$ cat src/rtl/led_sequencer.sv
// LED pattern sequencer: step-rate prescaler plus count/chaser/bounce pattern engine.
// Optional PWM brightness control is enabled by defining LED_BRIGHTNESS_EN.
module led_sequencer #(
   parameter int N_LEDS   = 16,
   parameter int TICK_DIV = 50_000_000,
   parameter int PWM_W    = 4
) (
   input  logic              clk,
   input  logic              rst,
   input  logic              en,
   input  logic [1:0]        mode,
   input  logic              step_req,
`ifdef LED_BRIGHTNESS_EN
   input  logic [PWM_W-1:0]  brightness,
`endif
   output logic              tick,
   output logic [N_LEDS-1:0] led
);

   localparam int              PS_W    = (TICK_DIV > 1) ? $clog2(TICK_DIV) : 1;
   localparam logic [PS_W-1:0] PS_LAST = PS_W'(TICK_DIV - 1);

   typedef enum logic [1:0] {
      M_COUNT_UP   = 2'b00,
      M_COUNT_DOWN = 2'b01,
      M_CHASER     = 2'b10,
      M_BOUNCE     = 2'b11
   } mode_t;

   typedef enum logic {
      DIR_LEFT  = 1'b0,
      DIR_RIGHT = 1'b1
   } dir_t;

   generate
      if (N_LEDS < 2 || N_LEDS > 32 || TICK_DIV < 1 || PWM_W < 1) begin : g_bad_param
         $error("led_sequencer: illegal parameter value");
      end
   endgenerate

   logic [PS_W-1:0]   r_presc;
   logic [N_LEDS-1:0] r_pat;
   dir_t              r_dir;
   logic              r_tick;

   mode_t             w_mode;
   logic              w_auto;
   logic              w_step;
   logic              w_onehot;
   logic [N_LEDS-1:0] w_pat_next;
   dir_t              w_dir_next;

   assign w_mode   = mode_t'(mode);
   assign w_auto   = en && (r_presc == PS_LAST);
   // Manual steps bypass en; coincident auto and manual requests merge into one step.
   assign w_step   = w_auto || step_req;
   assign w_onehot = (r_pat != '0) && ((r_pat & (r_pat - N_LEDS'(1))) == '0);

   always_ff @(posedge clk) begin
      if (rst) begin
         r_presc <= '0;
         r_pat   <= '0;
         r_dir   <= DIR_LEFT;
         r_tick  <= 1'b0;
      end else begin
         if (en) begin
            r_presc <= (r_presc == PS_LAST) ? '0 : r_presc + PS_W'(1);
         end
         r_tick <= w_step;
         if (w_step) begin
            r_pat <= w_pat_next;
            r_dir <= w_dir_next;
         end
      end
   end

   always_comb begin
      w_pat_next = r_pat;
      w_dir_next = r_dir;
      case (w_mode)
         M_COUNT_UP:   w_pat_next = r_pat + N_LEDS'(1);
         M_COUNT_DOWN: w_pat_next = r_pat - N_LEDS'(1);
         M_CHASER: begin
            if (w_onehot) w_pat_next = {r_pat[N_LEDS-2:0], r_pat[N_LEDS-1]};
            else          w_pat_next = N_LEDS'(1);
         end
         M_BOUNCE: begin
            // Direction flips on the step that reaches an end, so each end LED shows for one step.
            if (!w_onehot) begin
               w_pat_next = N_LEDS'(1);
               w_dir_next = DIR_LEFT;
            end else if (r_dir == DIR_LEFT) begin
               w_pat_next = r_pat << 1;
               if (w_pat_next[N_LEDS-1]) w_dir_next = DIR_RIGHT;
            end else begin
               w_pat_next = r_pat >> 1;
               if (w_pat_next == N_LEDS'(1)) w_dir_next = DIR_LEFT;
            end
         end
         default: ;
      endcase
   end

   assign tick = r_tick;

`ifdef LED_BRIGHTNESS_EN
   logic [PWM_W-1:0] r_pwm;

   always_ff @(posedge clk) begin
      if (rst) r_pwm <= '0;
      else     r_pwm <= r_pwm + PWM_W'(1);
   end

   assign led = r_pat & {N_LEDS{r_pwm < brightness}};
`else
   assign led = r_pat;
`endif

endmodule

$ cat config.mk
export PLATFORM = sky130hd
export DESIGN_NAME = led_sequencer
export DESIGN_NICKNAME = d
export VERILOG_FILES = /design/src/rtl/led_sequencer.sv
export SDC_FILE = /design/constraint.sdc
export NUM_CORES = 1
export LEC_CHECK = 0
export BUFFER_PORTS_ARGS = -buffer_cell sky130_fd_sc_hd__buf_2
export CELL_PAD_IN_SITES_DETAIL_PLACEMENT = 0
export CELL_PAD_IN_SITES_GLOBAL_PLACEMENT = 1
export CORE_ASPECT_RATIO = 0.5
export CORE_UTILIZATION = 40
export CTS_CLUSTER_SIZE = 20
export DETAILED_ROUTE_END_ITERATION = 10
export GPL_ROUTABILITY_DRIVEN = 0
export HOLD_SLACK_MARGIN = 0.02
export PLACE_DENSITY_LB_ADDON = 0.1
export SLEW_MARGIN = 20
export SYNTH_ARGS = -nofsm -noshare
export SYNTH_HDL_FRONTEND = slang
export SYNTH_SLANG_ARGS = --single-unit
$ cat constraint.sdc
create_clock -name clk -period 5.86 [get_ports clk]
set_input_delay 1.172 -clock clk [delete_from_list [all_inputs] [get_ports clk]]
set_output_delay 1.172 -clock clk [all_outputs]
set_load 0.005 [all_outputs]
==> qor.csv, run 1 <==
metric,value,unit
final WL,8300,µm
RSZ-0062 raised after global routing,false,
xor and xnor area share after synthesis,0.0700,
Max Clock Skew,0.00610,ns
maximum VDD drop,113,µV
Hold WC Path Type,flip-flop to flip-flop,
Mean Syn Cell Area,7.72,µm²
Crit. End Element,flip-flop,
setup TNS,0,ns
"Clk pin slew, worst setup/hold paths",0.07,ns
"commonest non-fill, non-tap cells in the layout","dfxtp_1, nor2_1, nand2_1",
DIE WIDTH,125,µm
Yosys cell types,49,
WL per Instance,17.2,µm
Final Setup Violations,0,
mux share of post-synthesis cell area,0.0367,
CTS tree,yes,
RR Endpoint,led[1],
Critical R2R Launch,led[1],
combinational group share of total power,0.171,
worst skew pair latency,0.29,ns
Die ar.,7880,µm²
initial antenna violation count,0,
post_cts resized,0,
CP Data Arrival Time,3.96,ns
yosys warns,0,
Hold Slack,0.519,ns
DR vias,2899,
DRC,0,
clk buf depth,2,
sequential share of the synthesized area,0.293,
Mapped Cells,389,
vias in the first global route,2633,
TritonCTS Buffers,5,
DRT iter0 DRCs,250,
biggest area consumer among synthesized cells,dfxtp_1,
die height,63.3,µm
Critical Path End,led[1],
Post-Synth Simple-Gate Area,0.301,
Final nets,413,
I/O pin count,23,
"top cells by area, synth","dfxtp_1, ha_1, nor2_1",
Synth Area in Compound Gates,0.165,
diode count,0,
CTS root buf,clkbuf_16,
"Setup Fix Bufs, Post-CTS",0,
1st-pass router iterations,5,
max-slew violations,0,
share of layout cells above drive strength 1,0.102,
core area,6960,µm²
hold buffer count at cts,0,
slew margin rel.,0.479,
Worst-Margin Slew,0.780,ns
Rows,21,
worst reg2reg setup slack,2.11,ns
"EDFF count, synth",0,
"Cell Area, Synth",3000,µm²
Max Freq,267,MHz
Worst Path Required,6.07,ns
hpwl dp,5730,µm
clock share of power,0.419,
top cell type's share of synthesized area,0.293,
sequential power share,0.410,
Synth Area in Adders,0.0708,
vias per std cell,6.00,
post-synthesis to final-layout area growth,9.83,%
final period utilization,0.640,
maxcap violations,0,
Hold Path Depth,2,
crit path from,led[1],
final instance area,3300,µm²
CP max FO,11,
Startpoint Class,flip-flop,
Routed Antenna Nets,0,
CTS sink count,44,
switch share,0.290,
IO buf count,22,
"FFs w/ async S/R, synth",0,
GR Util All Layers,0.219,
"Hold Vio Cnt, Final",0,
post-placement cell area,3120,µm²
Internal Power,581,µW
H-tree lvl count,2,
status,"finished, final reports clean",
fin crit period,3.75,ns
pin count of the biggest net entering global routing,30,
Setup Crit Path Kind,flip-flop to flip-flop,
"Top FF cell, synth",dfxtp_1,
pwr dens,248,nW/µm²
worst r2r path cells,10,
Final Core Density,0.474,
"flops & latches, synth",44,
starting density of the core,0.431,
leakage power,0.00126,µW
Worst Min Path Start,r_presc[4],
"leading cell type in the layout, fill and taps excluded",dfxtp_1,
Tot Pwr,817,µW
first-pass GRT wire length,13900,µm
Overflow after GRT,0,
Switching Power,237,µW
largest family of logic cells by synthesized area,simple AND/OR/NAND/NOR gates,
Post-Syn Nets,412,
-- per-stage QoR --
| step | instances | setup WS, ns |
|---|---|---|
| final | 483 | 2.11 |
| after global routing | 483 | 1.90 |
| after CTS | 483 | 2.18 |
| after detailed placement | 475 | 2.20 |
| after global placement | 475 | 2.31 |
| after floorplan | 389 | 2.69 |
-- metal layers --
metal | track usage | wire [µm] | up-vias
li1 | - | - | 1431
met1 | 0.317 | 4120 | 1357
met2 | 0.331 | 3480 | 102
met3 | 0.0467 | 622 | 9
met4 | 0.0467 | 87 | 0
met5 | 0 | 0 | -
-- power by group through the flow --
stage | Clock (µW) | Combinational, µW | Sequential, µW
final | 342 | 140 | 335
after global routing | 363 | 157 | 338
after CTS | 351 | 138 | 334
after detailed placement | 0 | 137 | 341
after global placement | 0 | 139 | 341
after floorplan | 0 | 110 | 325
-- cells in the mapped netlist, drive strengths merged, types with 6 or more instances --
master and n:
xnor2 16, nor4 18, nor2 39, inv 17, o21ai 14, and4 6
nor3 17, nand3 21, nand4 14, ha 17, a21oi 18, clkbuf 20
xor2 8, nand2 34, dfxtp 44, mux2i 11, or3 7, buf 10
-- worst min path at each step --
stage	to	slack [ns]
CTS	r_presc[25]	0.52
detailed placement	r_presc[25]	0.50
global route	r_presc[25]	0.56
floorplan	r_presc[4]	0.47
global placement	r_presc[4]	0.50
finish	r_presc[4]	0.52
-- critical path, cell delays in order (launching register included) --
cell and delay [ns]:
dfxtp_1 0.42, or3_1 0.41, nor3_1 0.33, nand2_1 0.13, or4_1 0.43, ha_1 0.20, nor4_1 0.26, nand4_1 0.27
or3_1 0.64, o221a_2 0.37, a211oi_1 0.20
-- layout make-up --
class | count | area, µm²
clock buffer | 6 | 139
multi-input combinational | 298 | 1940
tap | 92 | 115
inverter | 17 | 63.8
timing repair buffer | 24 | 125
fill | 710 | 3660
sequential | 44 | 881
clock inverter | 2 | 38.8
-- registers in the layout (all words and copies together) (netlist names) --
| name | count |
|---|---|
| led | 16 |
| r_dir | 1 |
| r_presc | 26 |
| tick | 1 |
-- logic make-up (layout without fill, tap and decap cells) --
kind of cell | count (synthesis) | count (layout)
and+or+nand+nor | 175 | 175
DFF | 44 | 44
buffers and inverters | 47 | 49
adders and majority gates | 17 | 17
muxes | 11 | 11
xor gates and xnor gates | 24 | 24
AOI/OAI and AO/OA | 71 | 71
(Power assumes the default switching activity.)
==> run 2, diff against run 1 <==
clock period = 3.2 ns   (was 5.86 ns; I/O delays follow)
==> qor.csv, run 2 (synthesis gave the netlist of run 1 again) <==
metric,value,unit
status,"finished, final reports clean",
CP Cell Sequence,"or3_4, nor3_4, nand2_2, buf_4, or3_1, ha_1, nor3_2, nand4_1, or3_4, buf_6, o211a_1, nor3_2",
pwr dens,439,nW/µm²
starting density of the core,0.431,
CTS root buf,clkbuf_16,
"leading cell type in the layout, fill and taps excluded",dfxtp_1,
hpwl dp,6490,µm
Die ar.,7880,µm²
vias in the first global route,2990,
CTS sink count,44,
Final Setup Violations,0,
I/O pin count,23,
final period utilization,0.970,
Max Clock Skew,0.00329,ns
Final nets,441,
"commonest non-fill, non-tap cells in the layout","dfxtp_1, nor2_1, nand2_1",
IO buf count,22,
TritonCTS Buffers,5,
Worst-Margin Slew,0.642,ns
Hold WC Path Type,flip-flop to flip-flop,
H-tree lvl count,2,
top routing layer in use,met4,
Rows,21,
CP Data Arrival Time,3.32,ns
Place WS,-0.0977,ns
RSZ-0062 raised after global routing,false,
clk buf depth,2,
core area,6960,µm²
area occupied by multi-input gates,2030,µm²
Routed Antenna Nets,0,
routed wl met3,683,µm
Max Freq,322,MHz
metal2 WL,4340,µm
fin crit period,3.10,ns
share of layout cells above drive strength 1,0.210,
Top reg by flops,r_presc,
vias per std cell,6.19,
"Clk pin slew, worst setup/hold paths",0.06,ns
Worst Min Path Start,led[0],
WL per Instance,18.7,µm
max reg flops,26,
slew margin rel.,0.571,
Overflow after GRT,0,
1st-pass router iterations,5,
maxcap violations,0,
DR vias,3165,
first-pass GRT wire length,15200,µm
DRC,0,
post-synthesis to final-layout area growth,20.4,%
fillers,681,
die height,63.3,µm
setup TNS,0,ns
Setup Crit Path Kind,flip-flop to flip-flop,
max-slew violations,0,
CTS tree,yes,
Startpoint Class,flip-flop,
final WL,9540,µm
GR Util All Layers,0.243,
CP max FO,6,
Crit. End Element,flip-flop,
Worst path slowest cell,or3_4,
register area,883,µm²
Worst Path Required,3.42,ns
pin count of the biggest net entering global routing,30,
Critical R2R Launch,led[0],
crit path from,led[0],
initial antenna violation count,0,
DRT iter0 DRCs,233,
Final WS setup,0.0956,ns
"Hold Vio Cnt, Final",0,
diode count,0,
WL met1,4330,µm
hold buffer count at cts,0,
maximum VDD drop,210,µV
leakage power,0.00142,µW
crit-path max cell delay,0.48,ns
DIE WIDTH,125,µm
worst skew pair latency,0.29,ns
## run 2: routing by layer
metal / vias up / global-route usage
met5: - / 0
met1: 1540 / 0.319
met2: 128 / 0.396
li1: 1475 / -
met4: 0 / 0.0678
met3: 22 / 0.0595
## run 2: final timing paths
path	end	slack [ns]	cells after the start
worst min-delay path	led[0]	0.48	2
worst max register to register	led[6]	0.1	12
worst max-delay path	led[6]	0.1	12
worst min register to register	led[0]	0.48	2
## run 2: final cells by class
class                           count  area share
Timing Repair Buffer               52      0.0948
Clock inverter                      2      0.0107
Sequential cell                    44       0.244
Multi-Input combinational cell    298       0.562
Inverter                           17      0.0176
Tap cell                           92      0.0318
Clock buffer                        6      0.0384
## run 2: worst max-delay path, delay by kind of cell (launching register included)
| kind | cells | cell delay, ns |
|---|---|---|
| buffers and inverters | 2 | 0.31 |
| adders and majority gates | 1 | 0.20 |
| and+or+nand+nor | 8 | 1.95 |
| AOI/OAI and AO/OA | 1 | 0.23 |
| DFF | 1 | 0.34 |
## run 2: what timing repair did
action,CTS,global route
buffers inserted,0,3
setup endpoints to repair,5,11
resized for setup,2,23
pin swaps,0,5
endpoints found under the hold margin,0,0
## run 2: report_power, final
group          total (µW)  switching [µW]  internal, µW  leakage (µW)
registers             586            19.7           566      0.000358
logic                 384             213           171      0.000978
clock network         618             227           391     0.0000871
## run 2: stage by stage
stage / utilization / std cells / hold slack (ns) / instance area, µm² / power, µW
global route: 0.519 / 511 / 0.499 / 3620 / 1660
CTS: 0.502 / 508 / 0.488 / 3500 / 1550
global placement: 0.475 / 500 / 0.472 / 3310 / 924
floorplan: - / 389 / 0.472 / 3000 / 798
finish: 0.519 / 511 / 0.482 / 3620 / 1590
detailed placement: 0.475 / 500 / 0.479 / 3310 / 925
==> run 3, diff against run 2 <==
CORE_UTILIZATION = 45   (was 40)
clock period = 3.1 ns   (was 3.2 ns; I/O delays follow)
==> qor.csv, run 3 (synthesis gave the netlist of run 1 again) <==
metric,value,unit
status,"finished, final reports clean",
DRC,0,
1st-pass router iterations,4,
area occupied by multi-input gates,2000,µm²
"leading cell type in the layout, fill and taps excluded",dfxtp_1,
worst skew pair latency,0.30,ns
Final Setup Violations,0,
IO buf count,22,
starting density of the core,0.480,
final period utilization,0.953,
leakage power,0.00142,µW
"Clk pin slew, worst setup/hold paths",0.07,ns
Final nets,444,
final WL,8690,µm
initial antenna violation count,0,
share of layout cells above drive strength 1,0.192,
Top reg by flops,r_presc,
I/O pin count,23,
Setup Crit Path Kind,flip-flop to flip-flop,
switch share,0.295,
Internal Power,1140,µW
Switching Power,477,µW
Routed Antenna Nets,0,
maxcap violations,0,
Crit. End Element,flip-flop,
Max Freq,338,MHz
max reg flops,26,
Overflow after GRT,0,
max-slew violations,0,
Final WS setup,0.144,ns
die height,59.8,µm
CP max FO,6,
pin count of the biggest net entering global routing,25,
core area,6260,µm²
vias per std cell,6.03,
"Hold Vio Cnt, Final",0,
H-tree lvl count,2,
CP Data Arrival Time,3.18,ns
CTS tree,yes,
pwr dens,452,nW/µm²
Max Clock Skew,0.00363,ns
first-pass GRT wire length,14400,µm
Startpoint Class,flip-flop,
DIE WIDTH,118,µm
Rows,20,
CTS sink count,44,
clk buf depth,2,
WL per Instance,17.0,µm
CTS root buf,clkbuf_16,
register area,882,µm²
fillers,607,
clock share of power,0.391,
Hold WC Path Type,flip-flop to flip-flop,
diode count,0,
slew margin rel.,0.559,
fin crit period,2.96,ns
Worst Path Required,3.32,ns
"commonest non-fill, non-tap cells in the layout","dfxtp_1, nor2_1, nand2_1, buf_4, buf_2",
DRT iter0 DRCs,277,
vias in the first global route,2824,
TritonCTS Buffers,5,
hpwl dp,6050,µm
maximum VDD drop,206,µV
post-synthesis to final-layout area growth,19.2,%
sequential power share,0.372,
setup TNS,0,ns
Tot Pwr,1620,µW
Worst-Margin Slew,0.660,ns
DR vias,3075,
GR Util All Layers,0.264,
Place WS,-0.0701,ns
combinational group share of total power,0.237,
Die ar.,7030,µm²
## run 3: path summary, 6_finish.rpt
check | start | endpoint | slack (ns) | cells after the start
setup / recovery | led[0] | led[6] | 0.14 | 11
hold / removal | r_presc[4] | r_presc[4] | 0.51 | 2
setup reg to reg | led[0] | led[6] | 0.14 | 11
hold reg to reg | r_presc[4] | r_presc[4] | 0.51 | 2
## run 3: power groups by stage
| stage | logic, µW | registers, µW | clock network [µW] |
|---|---|---|---|
| 2_1_floorplan | 210 | 615 | 0 |
| 3_3_place_gp | 343 | 611 | 0 |
| 3_5_place_dp | 343 | 612 | 0 |
| 4_1_cts | 366 | 600 | 650 |
| 5_1_grt | 422 | 603 | 666 |
| 6_report | 384 | 601 | 633 |
## run 3: critical path, stage by stage, from the launching register on
cell and delay [ns]:
dfxtp_2 0.33, or3_4 0.40, nor3_4 0.18, inv_1 0.09, or3_1 0.31, ha_1 0.20, nor4_2 0.24, nand4_1 0.15
or3_4 0.43, buf_4 0.18, o211a_1 0.22, nor3_1 0.15
## run 3: timing repair
action	CTS	global route
pin swaps	5	4
cloned	0	0
setup buffers	2	1
gates resized for setup	5	6
hold buffers	0	0
endpoints found under the setup margin	8	17
## run 3: final cells by class
type	instances	area share
flip-flops and latches	44	0.246
multi-input cells	298	0.557
repair buffers	55	0.0999
well taps	88	0.0307
clock inverters	3	0.0129
clock buffers	5	0.0349
inverters	17	0.0178
## run 3: metrics by stage
stage | instance area (µm²) | utilization | hold slack, ns | cells
3_3_place_gp | 3330 | 0.533 | 0.491 | 499
4_1_cts | 3550 | 0.567 | 0.522 | 509
3_5_place_dp | 3330 | 0.533 | 0.497 | 499
2_1_floorplan | 3010 | - | 0.472 | 389
5_1_grt | 3580 | 0.572 | 0.570 | 510
6_report | 3580 | 0.572 | 0.515 | 510
## run 3: routing by layer
layer | up-vias | global-route usage | routed length [µm]
met5 | - | 0 | 0
met4 | 0 | 0.112 | 254
met3 | 24 | 0.0458 | 452
met2 | 88 | 0.440 | 3990
met1 | 1481 | 0.347 | 3990
li1 | 1482 | - | -
